### config.mk
export PLATFORM = sky130hd
export DESIGN_NAME = calfifo_wptr_tx
export DESIGN_NICKNAME = d
export VERILOG_FILES = /design/src/rtl/calfifo_pkg.sv /design/src/rtl/calfifo_gray2bin.sv /design/src/rtl/calfifo_wptr_tx.sv
export SDC_FILE = /design/constraint.sdc
export NUM_CORES = 1
export LEC_CHECK = 0
export CAP_MARGIN = 20
export CORE_MARGIN = 5
export CORE_UTILIZATION = 55
export CTS_BUF_LIST = sky130_fd_sc_hd__clkbuf_8
export CTS_CLUSTER_DIAMETER = 120
export CTS_CLUSTER_SIZE = 20
export DETAILED_ROUTE_END_ITERATION = 6
export DONT_BUFFER_PORTS = 1
export PLACE_DENSITY = 0.75
export SLEW_MARGIN = 20
export SYNTH_ARGS = -nofsm -noshare
export SYNTH_HDL_FRONTEND = slang
export SYNTH_HIERARCHICAL = 1
export SYNTH_SLANG_ARGS = --single-unit
### constraint.sdc
create_clock -name clk -period 3.1 [get_ports clk]
set_input_delay 0.31 -clock clk [delete_from_list [all_inputs] [get_ports clk]]
set_output_delay 0.31 -clock clk [all_outputs]
set_load 0.01 [all_outputs]
### src/rtl/calfifo_pkg.sv
// calfifo_pkg
// Shared helpers for the write- and read-side pointer blocks of the
// clock-domain-crossing FIFO.
//   PTR_EXTRA_BITS : extra pointer bit beyond the address width. It lets a
//                    pointer tell a full FIFO apart from an empty one.
//   GRAY_MAX_W     : widest pointer the conversion helpers accept.
//   ptr_width()    : pointer width for a given address width.
//   bin2gray()     : binary-to-Gray conversion.
//   gray2bin()     : Gray-to-binary conversion (prefix XOR from the MSB).
// Pass narrower pointers zero-extended to GRAY_MAX_W and truncate the result.
// Zero bits above the real MSB do not change either conversion.
package calfifo_pkg;

    localparam int PTR_EXTRA_BITS = 1;
    localparam int GRAY_MAX_W     = 16;

    function automatic int ptr_width(input int addr_width);
        return addr_width + PTR_EXTRA_BITS;
    endfunction

    function automatic logic [GRAY_MAX_W-1:0] bin2gray(input logic [GRAY_MAX_W-1:0] bin);
        return bin ^ (bin >> 1);
    endfunction

    function automatic logic [GRAY_MAX_W-1:0] gray2bin(input logic [GRAY_MAX_W-1:0] gray);
        logic [GRAY_MAX_W-1:0] bin;
        bin[GRAY_MAX_W-1] = gray[GRAY_MAX_W-1];
        for (int i = GRAY_MAX_W - 2; i >= 0; i--) begin
            bin[i] = bin[i+1] ^ gray[i];
        end
        return bin;
    endfunction

endpackage

### src/rtl/calfifo_gray2bin.sv
// calfifo_gray2bin
// Combinational Gray-to-binary converter.
// Each binary bit is the XOR of all Gray bits from the MSB down to that bit.
//   WIDTH : pointer width
//   gray  : Gray-coded input
//   bin   : binary equivalent
module calfifo_gray2bin #(
    parameter int WIDTH = 4
) (
    input  logic [WIDTH-1:0] gray,
    output logic [WIDTH-1:0] bin
);

    for (genvar gi = 0; gi < WIDTH; gi++) begin : g_bit
        assign bin[gi] = ^gray[WIDTH-1:gi];
    end

endmodule

### src/rtl/calfifo_wptr_tx.sv
// calfifo_wptr_tx
// Write-side pointer and flag logic of the clock-domain-crossing FIFO.
// The module keeps a binary write pointer. It launches that pointer in Gray
// code to the read domain. It also produces full, almost_full and fill-level
// flags from the read pointer, which arrives already synchronized.
//   clk            : write-domain clock
//   arst           : asynchronous active-high reset
//   srst           : synchronous active-high clear, same effect as arst
//   wr_en          : write request
//   rptr_gray_sync : Gray read pointer, already synchronized into clk
//   wr_addr        : RAM write address (low bits of the binary pointer)
//   wr_ack         : write accepted this cycle (RAM write strobe)
//   wptr_gray      : registered Gray write pointer
//   full           : registered full flag
//   almost_full    : registered flag, fill level >= AFULL_THRESH
//   wr_count       : registered fill level, 0 .. 2^ADDRWIDTH
//   overflow       : sticky write-while-full flag. This port exists only
//                    when CALFIFO_WR_OVERFLOW_EN is defined.
// ADDRWIDTH must be at least 2.
module calfifo_wptr_tx
    import calfifo_pkg::*;
#(
    parameter int ADDRWIDTH    = 3,
    parameter int AFULL_THRESH = 6
) (
    input  logic                 clk,
    input  logic                 arst,
    input  logic                 srst,
    input  logic                 wr_en,
    input  logic [ADDRWIDTH:0]   rptr_gray_sync,
    output logic [ADDRWIDTH-1:0] wr_addr,
    output logic                 wr_ack,
    output logic [ADDRWIDTH:0]   wptr_gray,
    output logic                 full,
    output logic                 almost_full,
`ifdef CALFIFO_WR_OVERFLOW_EN
    output logic [ADDRWIDTH:0]   wr_count,
    output logic                 overflow
`else
    output logic [ADDRWIDTH:0]   wr_count
`endif
);

    localparam int PTR_W = ptr_width(ADDRWIDTH);
    localparam logic [PTR_W-1:0] AFULL_LVL = PTR_W'(AFULL_THRESH);

    logic [PTR_W-1:0] wbin_reg;
    logic [PTR_W-1:0] wbin_next;
    logic [PTR_W-1:0] wgray_reg;
    logic [PTR_W-1:0] wgray_next;
    logic [PTR_W-1:0] rbin;
    logic [PTR_W-1:0] full_gray;
    logic [PTR_W-1:0] count_reg;
    logic [PTR_W-1:0] count_next;
    logic             full_reg;
    logic             full_next;
    logic             afull_reg;
    logic             afull_next;
    logic             wr_accept;

    calfifo_gray2bin #(
        .WIDTH (PTR_W)
    ) u_rptr_g2b (
        .gray (rptr_gray_sync),
        .bin  (rbin)
    );

    // While either reset is active, no write is accepted. This keeps the
    // RAM from being written during a clear.
    assign wr_accept = wr_en & ~full_reg & ~srst & ~arst;
    assign wbin_next = wbin_reg + PTR_W'(wr_accept);

    assign wgray_next = PTR_W'(bin2gray(GRAY_MAX_W'(wbin_next)));

    // In Gray code, the write pointer is exactly one depth ahead of the read
    // pointer when it equals the read pointer with its two top bits inverted.
    assign full_gray  = {~rptr_gray_sync[PTR_W-1 -: 2], rptr_gray_sync[PTR_W-3:0]};
    assign full_next  = (wgray_next == full_gray);

    // The subtraction wraps modulo 2^PTR_W, which gives the fill level
    // across pointer wraparound.
    assign count_next = wbin_next - rbin;
    assign afull_next = (count_next >= AFULL_LVL);

    always_ff @(posedge clk or posedge arst) begin
        if (arst) begin
            wbin_reg  <= '0;
            wgray_reg <= '0;
            count_reg <= '0;
            full_reg  <= 1'b0;
            afull_reg <= 1'b0;
        end else if (srst) begin
            wbin_reg  <= '0;
            wgray_reg <= '0;
            count_reg <= '0;
            full_reg  <= 1'b0;
            afull_reg <= 1'b0;
        end else begin
            wbin_reg  <= wbin_next;
            wgray_reg <= wgray_next;
            count_reg <= count_next;
            full_reg  <= full_next;
            afull_reg <= afull_next;
        end
    end

    assign wr_addr     = wbin_reg[ADDRWIDTH-1:0];
    assign wr_ack      = wr_accept;
    assign wptr_gray   = wgray_reg;
    assign full        = full_reg;
    assign almost_full = afull_reg;
    assign wr_count    = count_reg;

`ifdef CALFIFO_WR_OVERFLOW_EN
    logic overflow_reg;

    always_ff @(posedge clk or posedge arst) begin
        if (arst) begin
            overflow_reg <= 1'b0;
        end else if (srst) begin
            overflow_reg <= 1'b0;
        end else if (wr_en && full_reg) begin
            overflow_reg <= 1'b1;
        end
    end

    assign overflow = overflow_reg;
`endif

endmodule

==> results list, run 1 <==
* Placed instance area: between 700 and 800 sq um
* Buffers on Ports: 0
- The clock drives 13 sinks.
* Remaining number of nets flagged by the antenna check after routing: 0
- Global routing used between 10% and 20% of the available tracks.
- Clock Root Buffer: clkbuf_8
- Post-CTS setup buffers: 0
- The worst setup path is captured at a flip-flop.
- Between clock sinks in the finished design, the worst skew comes to 0.000899 ns.
- Number of antenna violations at the first check in global routing: 0
* Longest Clk Path Bufs: 2
- Dividing the detail-routed via count by the number of cells gives ~5.6.
- Worst-case vdd ir drop: ~190 uV
- Unrepaired setup endpoints after global routing: false
* Synth cell types: 20
- The min-delay analysis places its worst path in the category in -> reg.
- In this run the worst setup path begins at full$_DFF_PP0_.
* Number of global-route vias before repair: 500
- Sequential fraction of the synthesis area: a little over two fifths
* Total negative slack: 0 ns
- For this run, the number of Yosys warnings is 6.
- Across the run, the number of max-cap violations was 0.
- The worst hold path begins at srst.
* Achievable clock frequency: around 370 MHz
- Worst reg2reg path endpoint: almost_full$_DFF_PP0_
- Clock-pin slew was measured on the worst setup and hold paths at about 0.05 ns.
- Start-to-end type of the worst setup path: reg -> reg
- Final WS setup: between 0.3 and 0.4 ns
- Number of buffers added by the clock tree synthesis step: 3
- The die covers between 0.002 and 0.0025 sq mm.
- The filler cells instantiated in the layout total slightly above 100.
* Final number of setup-violating endpoints: 0
- Number of hold-slack violations in the final timing report: 0
- Leakage: between 0.4 and 0.5 nW
* Cells resized by post-CTS repair: 0
- The clock reaches the later pin of the worst-skew pair after about 0.24 ns.
* Endpoint required time on the critical path: around 3.3 ns
- Layout Area Growth over Synthesis: 9.46%
- Highest fanout seen on the critical path: 3
- In the synthesized netlist, the cells that appear most often are 13 x dfrtp_1, 11 x nor2_1, 6 x inv_1, 6 x xnor2_1, 5 x ha_1.
* Run status: complete, no violations
* First-pass GRT wire length: 2350 microns
- The most critical setup path has its endpoint at almost_full$_DFF_PP0_.
* Ant. Diodes: 0
- Detailed placer's ending HPWL: about 1100 microns
* Final global-route overflow total: 0
* Clock tree from TritonCTS: yes
- Of the cells placed in the final design, the portion with a size suffix greater than 1 is between 10% and 20%.
- STA puts the critical path data arrival time at 2.90 ns.
- The number of slew-limit violations in the final report came to 0.
- Most frequently used cell type in the post-synthesis netlist: dfrtp_1
- After synthesis the cells add up to between 700 and 800 sq um.
- Summed over all layers, the routed wires come to around 1500 microns.
- Post-route cell area: 811 sq um
- Counting cells, the worst reg-to-reg path comes to 11.
- Most area-hungry cell type in the Yosys netlist: dfrtp_1
- Maximum number of pins on one net before global-route repair: 15
- For this run, the leading register cell type out of synthesis is dfrtp_1.
- For this run, the post-layout net count is 84.
* DR WL/cell: ~18 microns
- Max-slew headroom: between 60% and 70%
- The top cell type by area accounts for a little over two fifths of the synthesized area.
- Dividing the final minimum period by the clock period gives between 80% and 90%.
- CTS built an H-tree with a depth of 1.
- Counting flops with a built-in enable in the synthesized netlist gives 0.
* Routed via count: approximately 470
- The worst register-to-register path has a setup slack of roughly 0.37 ns.
* Leading cell types by total area after synthesis: dfrtp_1 44%, xnor3_1 9.1%, ha_1 8.4%
* Row cnt: 13
- Worst setup slack after placement: 0.373 ns
* DRC viols: 0
* Number of DRC violations after detailed-routing iteration 0: 15
- The congestion estimate from routability-driven global placement came to roughly 0.82.
- Measured along the x axis, the die boundary spans 46.7 microns.
- At the pin with the least slew margin, the transition time is between 0.4 and 0.5 ns.
- Once the floorplan was initialized, standard cells occupied between 50 and 60% of the core.
- Cell count after synthesis: 65
* Register bit count reported by yosys: 13
- Startpoint types: flip-flop
- Startpoint of the most critical register-to-register path: full$_DFF_PP0_
* Core outline area: ~0.0013 sq mm
* Min cycle time layout: roughly 2.7 ns
* Count of boundary I/O pins: 22
- The first TritonRoute pass finished after 4 iterations.
* Vertical die dimension: roughly 47 microns
- In the synthesized netlist the async set-or-reset flop fraction comes to 100%.
- Post-synthesis average cell area: 11.4 sq um
- Mapped Nets: 79
* Power density over the cells: ~500 mW/mm^2
==> critical path, cell delays in order (launching register included) <==
cell and delay (ns):
dfrtp_1 0.42, nor4b_1 0.26, buf_4 0.19, ha_1 0.22
ha_1 0.24, xnor2_1 0.20, inv_1 0.10, ha_1 0.34
nand2_1 0.05, o21ai_0 0.19, xnor3_1 0.28, a21oi_1 0.16
==> logic make-up after synthesis <==
group | Yosys count | share of synthesized area (%)
simple gates | 18 | 11.7
xor+xnor | 15 | 25.3
compound gates | 5 | 3.38
flops | 13 | 43.9
fa+ha+maj | 6 | 11.1
buf+inv | 8 | 4.56
==> worst min-delay path by stage <==
stage          cells past startpoint                     end
4_1_cts                            1   wbin_reg[1]$_DFF_PP0_
3_5_place_dp                       1   wr_count[3]$_DFF_PP0_
3_3_place_gp                       1   wr_count[3]$_DFF_PP0_
5_1_grt                            1  wptr_gray[2]$_DFF_PP0_
6_report                           1   wbin_reg[1]$_DFF_PP0_
2_1_floorplan                      1   almost_full$_DFF_PP0_
==> layer usage <==
layer  up-vias  share of wire, %  wire (microns)  track usage, %
met5         -                 0               0               0
met4         0               1.9              29            12.2
met3         4               7.3             110            3.52
met2        26                52             785            28.0
met1       225                39             592            17.8
li1        213                 -               -               -
==> stage by stage <==
stage / hold WS, ns / util [%] / cells / power [mW]
2_1_floorplan: 0.187 / - / 65 / 0.252
3_3_place_gp: 0.233 / 58.8 / 79 / 0.260
3_5_place_dp: 0.248 / 58.8 / 79 / 0.263
4_1_cts: 0.126 / 63.1 / 84 / 0.408
5_1_grt: 0.122 / 63.1 / 84 / 0.423
6_report: 0.128 / 63.1 / 84 / 0.406
==> where the power goes <==
group          internal (mW)  switching, mW  leakage [nW]
Sequential             0.184         0.0133         0.175
Clock                 0.0873         0.0589        0.0269
Combinational         0.0301         0.0328         0.209
==> layout make-up <==
cell class / count / area, sq um / share of cell area (%)
Multi-Input combinational cell: 44 / 382 / 47.1
Sequential cell: 13 / 325 / 40.1
Clock inverter: 1 / 3.75 / 0.463
Timing Repair Buffer: 2 / 17.5 / 2.16
Inverter: 6 / 22.5 / 2.78
Tap cell: 15 / 18.8 / 2.31
Clock buffer: 3 / 41.3 / 5.09
==> placed cells by master, fill, tap and decap left out, types with 3 or more instances in the layout <==
master    synthesis  routed
a21oi_1           3       3
xor2_1            4       4
inv_1             6       7
ha_1              5       5
dfrtp_1          13      13
xnor2_1           6       6
nor2_1           11      11
xnor3_1           3       3
clkbuf_8          0       3
==> repair_timing <==
action                     4_1_cts  5_1_grt
hold endpoints to repair        13        0
hold buffers                     1        0
setup endpoints to repair        0        0
Note: power is estimated with default switching activity, not from simulation.
==> inputs of run 2 (changes only) <==
--- a/config.mk
+++ b/config.mk
@@ -6,16 +6,15 @@
 export NUM_CORES = 1
 export LEC_CHECK = 0
 export CAP_MARGIN = 20
-export CORE_MARGIN = 5
-export CORE_UTILIZATION = 55
+export CORE_AREA = 5 5 42 44
 export CTS_BUF_LIST = sky130_fd_sc_hd__clkbuf_8
 export CTS_CLUSTER_DIAMETER = 120
 export CTS_CLUSTER_SIZE = 20
 export DETAILED_ROUTE_END_ITERATION = 6
+export DIE_AREA = 0 0 47 49
 export DONT_BUFFER_PORTS = 1
-export PLACE_DENSITY = 0.75
+export PLACE_DENSITY = 0.71
 export SLEW_MARGIN = 20
 export SYNTH_ARGS = -nofsm -noshare
 export SYNTH_HDL_FRONTEND = slang
-export SYNTH_HIERARCHICAL = 1
 export SYNTH_SLANG_ARGS = --single-unit
==> results list, run 2 <==
- Worst-case vdd ir drop: 272 uV (+46%)
- The antenna violation net count after detailed routing is 0 (unchanged).
- Reported max-cap violation count: 0 (unchanged)
- Cell count after synthesis: 58 (-11%)
- For this run, the leading register cell type out of synthesis is dfrtp_1.
* Synth cell types: 20 (unchanged)
- The largest fanout of any net on the critical path is 5 (+2).
- The net total in the final layout came to 78 (-7.1%).
- Power density over the cells: 530 mW/mm^2 (+5.7%)
- Row cnt: 14 (+1)
- Number of antenna violations at the first check in global routing: 0 (unchanged)
- Leading cell types by total area after synthesis: dfrtp_1 48%, ha_1 9.2%, xnor2_1 7.7%
- The area taken by flip-flops and latches came to 325 sq um (unchanged).
- The share of the core filled with cells is 54.4% (-8.7 points).
- Post-route cell area: 762 sq um (-6.0%)
- TritonCTS built the clock tree.
- Layout Area Growth over Synthesis: 11.5%
* Sequential fraction of the synthesis area: 47.6% (+3.7 points)
* Summed instance area of the synthesized netlist: 683 sq um (-7.8%)
- Ant. Diodes: 0 (unchanged)
- Vertical die dimension: 49 microns (+4.9%)
* First-pass GRT wire length: 2110 microns (-10%)
- Number of global-route vias before repair: 440 (-12%)
- Final global-route overflow total: 0 (unchanged)
- Most frequent standard cell in the layout excluding fill and tap cells: dfrtp_1
- The number of I/O pins was 22 (unchanged).
* Placed instance area: 707 sq um (-6.5%)
- The tightest min-delay check is of the in -> reg type.
* Horizontal extent of the die: 47 microns (+0.64%)
- The multi-input logic area is 339 sq um (-11%).
- Post-synthesis average cell area: 11.8 sq um (+3.4%)
* Cells resized by post-CTS repair: 0 (unchanged)
- The total number of vias is 406 (-13%).
* DR WL/cell: 15.3 microns (-15%)
- Number of hold-slack violations in the final timing report: 0 (unchanged)
- The total die area came to 0.00230 sq mm (+5.6%).
- Number of pins exceeding their max-slew limit in the final report: 0 (unchanged)
- Final estimated routing congestion in global placement: 0.807 (-1.1%)
- Detailed placer's ending HPWL: 938 microns (-17%)
- Max-slew headroom: 67.6% (-0.22 points)
- Crit share post-route: 83.6% (-4.6 points)
- Slew at the pin with the worst max-slew slack: 0.486 ns (+0.00330 ns)
- Ranked by instance count, the synthesized netlist is headed by 13 x dfrtp_1, 10 x nor2_1, 6 x xnor2_1, 5 x ha_1.
* Maximum number of pins on one net before global-route repair: 15 (unchanged)
- Clock Root Buffer: clkbuf_8
* Leakage: 0.375 nW (-8.8%)
- Fillcell total: 128 (+27%)
* Pre-antenna DRT Iters: 4 (unchanged)
* Commonest cells after routing, fill and taps aside: 13 x dfrtp_1, 10 x nor2_1, 6 x xnor2_1, 5 x inv_1, 5 x ha_1
- DRC viols: 0 (unchanged)
- Startpoint types: flip-flop
- The number of endpoints failing setup at the final stage was 0 (unchanged).
* CTS H-tree depth: 1 (unchanged)
- Async set-reset flop share out of synthesis: 100% (unchanged)
- Unrepaired setup endpoints after global routing: false
- Min cycle time layout: 2.59 ns (-0.141 ns)
* Endpoint required time on the critical path: 3.27 ns (about the same)
- dfrtp_1 takes more of the synthesized area than any other cell.
- STA classifies the critical path endpoint as a flip-flop.
* CTS sink count: 13 (unchanged)
- Clock input transition at the sequential cells of the worst setup and hold paths: 0.06 ns (about the same)
- All-Layer GR Usage: 13.4% (-3.1 points)
* Starting Density: 48.7% (-8.9 points)
- Worst-Skew Late Latency: 0.24 ns (about the same)
- The fmax was 386 MHz (+5.5%).
- Mapped Nets: 72 (-8.9%)
- Yosys instantiated no cell more often than dfrtp_1.
* Total negative slack: 0 ns (unchanged)
* Core outline area: 0.00140 sq mm (+9.1%)
* Crit path arrival time: 2.76 ns (-0.14 ns)
- Number of DRC violations after detailed-routing iteration 0: 6 (-9)
- The sum of routed wire length over all layers is 1210 microns (-20%).
- The setup skew after layout was 0.00441 ns (+0.00351 ns).
* Ys Warns: 0 (-6)
* Via density per instance: 5.14 (-7.8%)
- The flip-flop and latch count after synthesis was 13 (unchanged).
- Proportion of layout cells with a drive suffix above 1: 14.3% (+2.7 points)
- Start-to-end type of the worst setup path: reg -> reg
* Longest Clk Path Bufs: 2 (unchanged)
- The number of CTS-inserted buffers came to 3 (unchanged).
- Buffers on Ports: 0 (unchanged)
* Post-CTS setup buffers: 0 (unchanged)
- The flow ran to the end, and the final reports show no timing, DRC or antenna violations.
- The number of flops mapped to enable cells by yosys came to 0 (unchanged).
- Area share of the largest cell type after synthesis: 47.6% (+3.7 points)
run 2: through the flow:
stage	hold slack [ns]	setup WS, ns	instances	power, mW
after global routing	0.116	0.288	79	0.428
final	0.120	0.509	79	0.404
after detailed placement	0.254	0.496	74	0.260
after floorplan	0.187	0.458	58	0.250
after CTS	0.118	0.487	79	0.409
after global placement	0.246	0.562	74	0.259
run 2: cell type report:
class	count	area share, %
inverters	4	1.97
flip-flops and latches	13	42.7
clock inverters	1	0.493
clock buffers	3	5.42
multi-input cells	40	44.5
well taps	16	2.63
repair buffers	2	2.30
run 2: kinds of logic (layout without fill, tap and decap cells):
family,after synthesis,after routing,synth area share [%]
simple gates,17,17,12.3
xor+xnor,13,13,20.9
buf+inv,5,10,2.75
flops,13,13,47.6
fa+ha+maj,6,6,12.1
compound gates,4,4,4.39
run 2: metal layers:
| metal | routed length [microns] | global-route usage, % | vias up | part of all wire [%] |
|---|---|---|---|---|
| met5 | 0 | 0 | - | 0 |
| met4 | 50 | 9.68 | 0 | 4.1 |
| met3 | 105 | 5.54 | 5 | 8.7 |
| met2 | 609 | 19.0 | 19 | 50 |
| met1 | 447 | 15.6 | 188 | 37 |
| li1 | - | - | 194 | - |
run 2: final timing paths:
kind / startpoint / to / slack (ns) / depth (start not counted)
min in group asynchronous: arst / wptr_gray[0]$_DFF_PP0_ / 0.53 / 2
worst min-delay path: srst / wr_count[0]$_DFF_PP0_ / 0.12 / 1
worst max-delay path: full$_DFF_PP0_ / almost_full$_DFF_PP0_ / 0.51 / 9
worst max register to register: full$_DFF_PP0_ / almost_full$_DFF_PP0_ / 0.51 / 9
worst min register to register: wbin_reg[3]$_DFF_PP0_ / wbin_reg[3]$_DFF_PP0_ / 0.72 / 2
max in group asynchronous: arst / wr_count[2]$_DFF_PP0_ / 2.24 / 2
run 2: critical path: stages (launching register included):
cell and delay (ns):
dfrtp_1 0.41, nor4b_1 0.39, ha_1 0.26, ha_1 0.21
xor2_2 0.28, ha_1 0.32, a21oi_1 0.14, o21ai_0 0.12
xnor3_1 0.22, a21oi_1 0.15
run 2: where the power goes:
group / leakage (nW) / switching, mW / internal, mW
Sequential: 0.175 / 0.0128 / 0.184
Clock: 0.0269 / 0.0596 / 0.0874
Combinational: 0.173 / 0.0311 / 0.0289
Total: 0.375 / 0.104 / 0.300
run 2: repair_timing:
item | 4_1_cts | 5_1_grt
hold buffers | 1 | 0
setup endpoints to repair | 0 | 0
endpoints found under the hold margin | 13 | 0
==> inputs of run 3 (changes only) <==
--- a/config.mk
+++ b/config.mk
@@ -13,7 +13,7 @@
 export DETAILED_ROUTE_END_ITERATION = 6
 export DIE_AREA = 0 0 47 49
 export DONT_BUFFER_PORTS = 1
-export PLACE_DENSITY = 0.71
+export PLACE_DENSITY = 0.74
 export SLEW_MARGIN = 20
 export SYNTH_ARGS = -nofsm -noshare
 export SYNTH_HDL_FRONTEND = slang
==> constraint.sdc (replaced) <==
create_clock -name clk -period 2.35 [get_ports clk]
set_input_delay 0.235 -clock clk [delete_from_list [all_inputs] [get_ports clk]]
set_output_delay 0.235 -clock clk [all_outputs]
set_load 0.01 [all_outputs]
==> results list, run 3 (same netlist as run 2, synthesis figures left out) <==
* Run status: complete, no violations
- The required time of the worst setup path came to 2.52 ns (-0.75 ns).
- Worst-case vdd ir drop: 278 uV (+2.0%)
- Met1 track utilization from global routing: 15.2% (-0.43 points)
- Worst min-delay path endpoint: wbin_reg[1]$_DFF_PP0_
- The accumulated negative setup slack came to 0 ns (unchanged).
- The cell depth of the worst min-delay path came to 1 (unchanged).
- The share of the core filled with cells came to 60.2% (+5.8 points).
- The final weighted congestion in routability-driven placement is 0.824 (+2.1%).
* Vertical die dimension: 49 microns (unchanged)
- Total power: 553 uW (+37%)
* Via density per instance: 5.20 (+1.1%)
- The insertion delay of the later-clocked pin in the worst-skew pair came to 0.24 ns (about the same).
- The power density over the cells was 656 mW/mm^2 (+24%).
- Routed via count: 426 (+4.9%)
- Layout Area Growth over Synthesis: 23.4%
- Horizontal extent of the die: 47 microns (unchanged)
- Detailed placer's ending HPWL: 964 microns (+2.7%)
- The static leakage power was 0.390 nW (+4.0%).
- The critical path starts at full$_DFF_PP0_.
- CTS sink count: 13 (unchanged)
- Slew at the pin with the worst max-slew slack: 0.482 ns (-0.00325 ns)
- Count of boundary I/O pins: 22 (unchanged)
- Reported max-cap violation count: 0 (unchanged)
- The startpoint identified for the worst register-to-register timing path is full$_DFF_PP0_.
- The violation count after the first detailed-routing iteration was 1 (-5).
* Longest Clk Path Bufs: 2 (unchanged)
- Final number of setup-violating endpoints: 0 (unchanged)
- The placeable core region came to 0.00140 sq mm (unchanged).
- Crit path arrival time: 2.46 ns (-0.30 ns)
- Worst reg2reg setup slack: 0.06 ns (-0.45 ns)
- Maximum number of pins on one net before global-route repair: 15 (unchanged)
- CTS placed an instance of clkbuf_8 at the clock tree root.
- The residual overflow from global routing was 0 (unchanged).
- The initial standard-cell utilization of the core was 48.7% (unchanged).
* Layer carrying the most global-route usage: met2
* Worst-case reg-to-reg path depth: 7 (-2)
- Clock input transition at the sequential cells of the worst setup and hold paths: 0.05 ns (about the same)
* Number of buffers added by the clock tree synthesis step: 3 (unchanged)
- Worst reg2reg path endpoint: almost_full$_DFF_PP0_
* Worst setup slack after placement: 0.0688 ns (-0.427 ns)
* DRC viols: 0 (unchanged)
* Worst Hold Class: in -> reg
- The startpoint identified for the worst hold timing path is srst.
* Number of pins exceeding their max-slew limit in the final report: 0 (unchanged)
- Remaining number of nets flagged by the antenna check after routing: 0 (unchanged)
* Unrepaired setup endpoints after global routing: true
- Met2 demand-to-capacity share in global routing: 19.0% (unchanged)
- Most frequent standard cell in the layout excluding fill and tap cells: dfrtp_1
- DR WL/cell: 16.9 microns (+10%)
- The clock period minus final worst setup slack was 2.29 ns (-0.297 ns).
- Final WS setup: 0.0569 ns (-0.453 ns)
- Detailed-route wire length: 1390 microns (+14%)
* Clock tree from TritonCTS: yes
- Max-slew headroom: 67.8% (+0.22 points)
- The number of cell rows came to 14 (unchanged).
* Pre-antenna DRT Iters: 3 (-1)
- The number of placed instances, taps included was 77 (+4.1%).
* Number of antenna violations at the first check in global routing: 0 (unchanged)
- Commonest cells after routing, fill and taps aside: 13 x dfrtp_1, 10 x nor2_1, 6 x xnor2_1
- The part of the cycle the worst path needs came to 97.6% (+14 points).
- The met3 usage in global routing was 2.95% (-2.6 points).
- Startpoint types: flip-flop
- Achievable clock frequency: 436 MHz (+13%)
- Crit path capture type: flip-flop
- The fraction of layout cells with a size suffix above 1 was 28.8% (+15 points).
- CTS H-tree depth: 1 (unchanged)
- All-Layer GR Usage: 13.2% (-0.21 points)
- The final hold violation count came to 0 (unchanged).
- Worst clock skew on the final layout: 0.00381 ns (-0.000596 ns)
- The total die area is 0.00230 sq mm (unchanged).
* Highest fanout seen on the critical path: 4 (-1)
- Post-layout nets: 81 (+3.8%)
* Ant. Diodes: 0 (unchanged)
- The via count of the first global-routing pass came to 436 (-0.91%).
- Number of cells in the finished layout apart from fillers: 82 (+3.8%)
- Start-to-end type of the worst setup path: reg -> reg
- First-pass GRT wire length: 2040 microns (-3.3%)
- The quantity of I/O buffers inserted on ports is 0 (unchanged).
run 3: cell count changes in the layout (fill, tap and decap cells not counted), sizes merged:
cell,delta
buf,+3
run 3: final cells by class:
cell class / count / area (sq um)
Fill cell: 119 / 558
Multi-Input combinational cell: 40 / 398
Sequential cell: 13 / 325
Clock buffer: 3 / 41.3
Timing Repair Buffer: 5 / 40.0
Tap cell: 16 / 20.0
Inverter: 4 / 15.0
Clock inverter: 1 / 3.75
run 3: what timing repair did:
item / 4_1_cts / 5_1_grt
setup buffers: 0 / 0
endpoints found under the hold margin: 13 / 0
setup endpoints to repair: 1 / 3
gates resized for setup: 0 / 5
pin swaps: 2 / 3
hold buffers: 1 / 0
run 3: per-layer routing:
metal	up-vias	wire, microns	part of all wire, %
met5	-	0	0
met4	0	57	4.1
li1	202	-	-
met3	5	87	6.3
met2	16	712	51
met1	203	528	38
run 3: worst max-delay path: stages (launching register included):
cell	delay, ns
dfrtp_1	0.41
nor4b_4	0.31
ha_2	0.26
ha_4	0.22
inv_1	0.12
fa_2	0.46
or2_2	0.31
a21oi_1	0.13
run 3: power breakdown:
group	switching [mW]	total [mW]	leakage (nW)	internal, mW
clock	0.0782	0.193	0.0269	0.115
sequential	0.0171	0.260	0.175	0.242
combinational	0.0510	0.100	0.188	0.0494
run 3: stage by stage:
| step | hold slack (ns) | cell area [sq um] |
|---|---|---|
| 2_1_floorplan | 0.112 | 727 |
| 3_3_place_gp | 0.166 | 773 |
| 3_5_place_dp | 0.170 | 773 |
| 4_1_cts | 0.0411 | 828 |
| 5_1_grt | 0.0371 | 843 |
| 6_report | 0.0469 | 843 |
run 3: worst max-delay path by stage:
stage / to
finish: almost_full$_DFF_PP0_
global route: almost_full$_DFF_PP0_
CTS: almost_full$_DFF_PP0_
detailed placement: almost_full$_DFF_PP0_
global placement: almost_full$_DFF_PP0_
floorplan: full$_DFF_PP0_
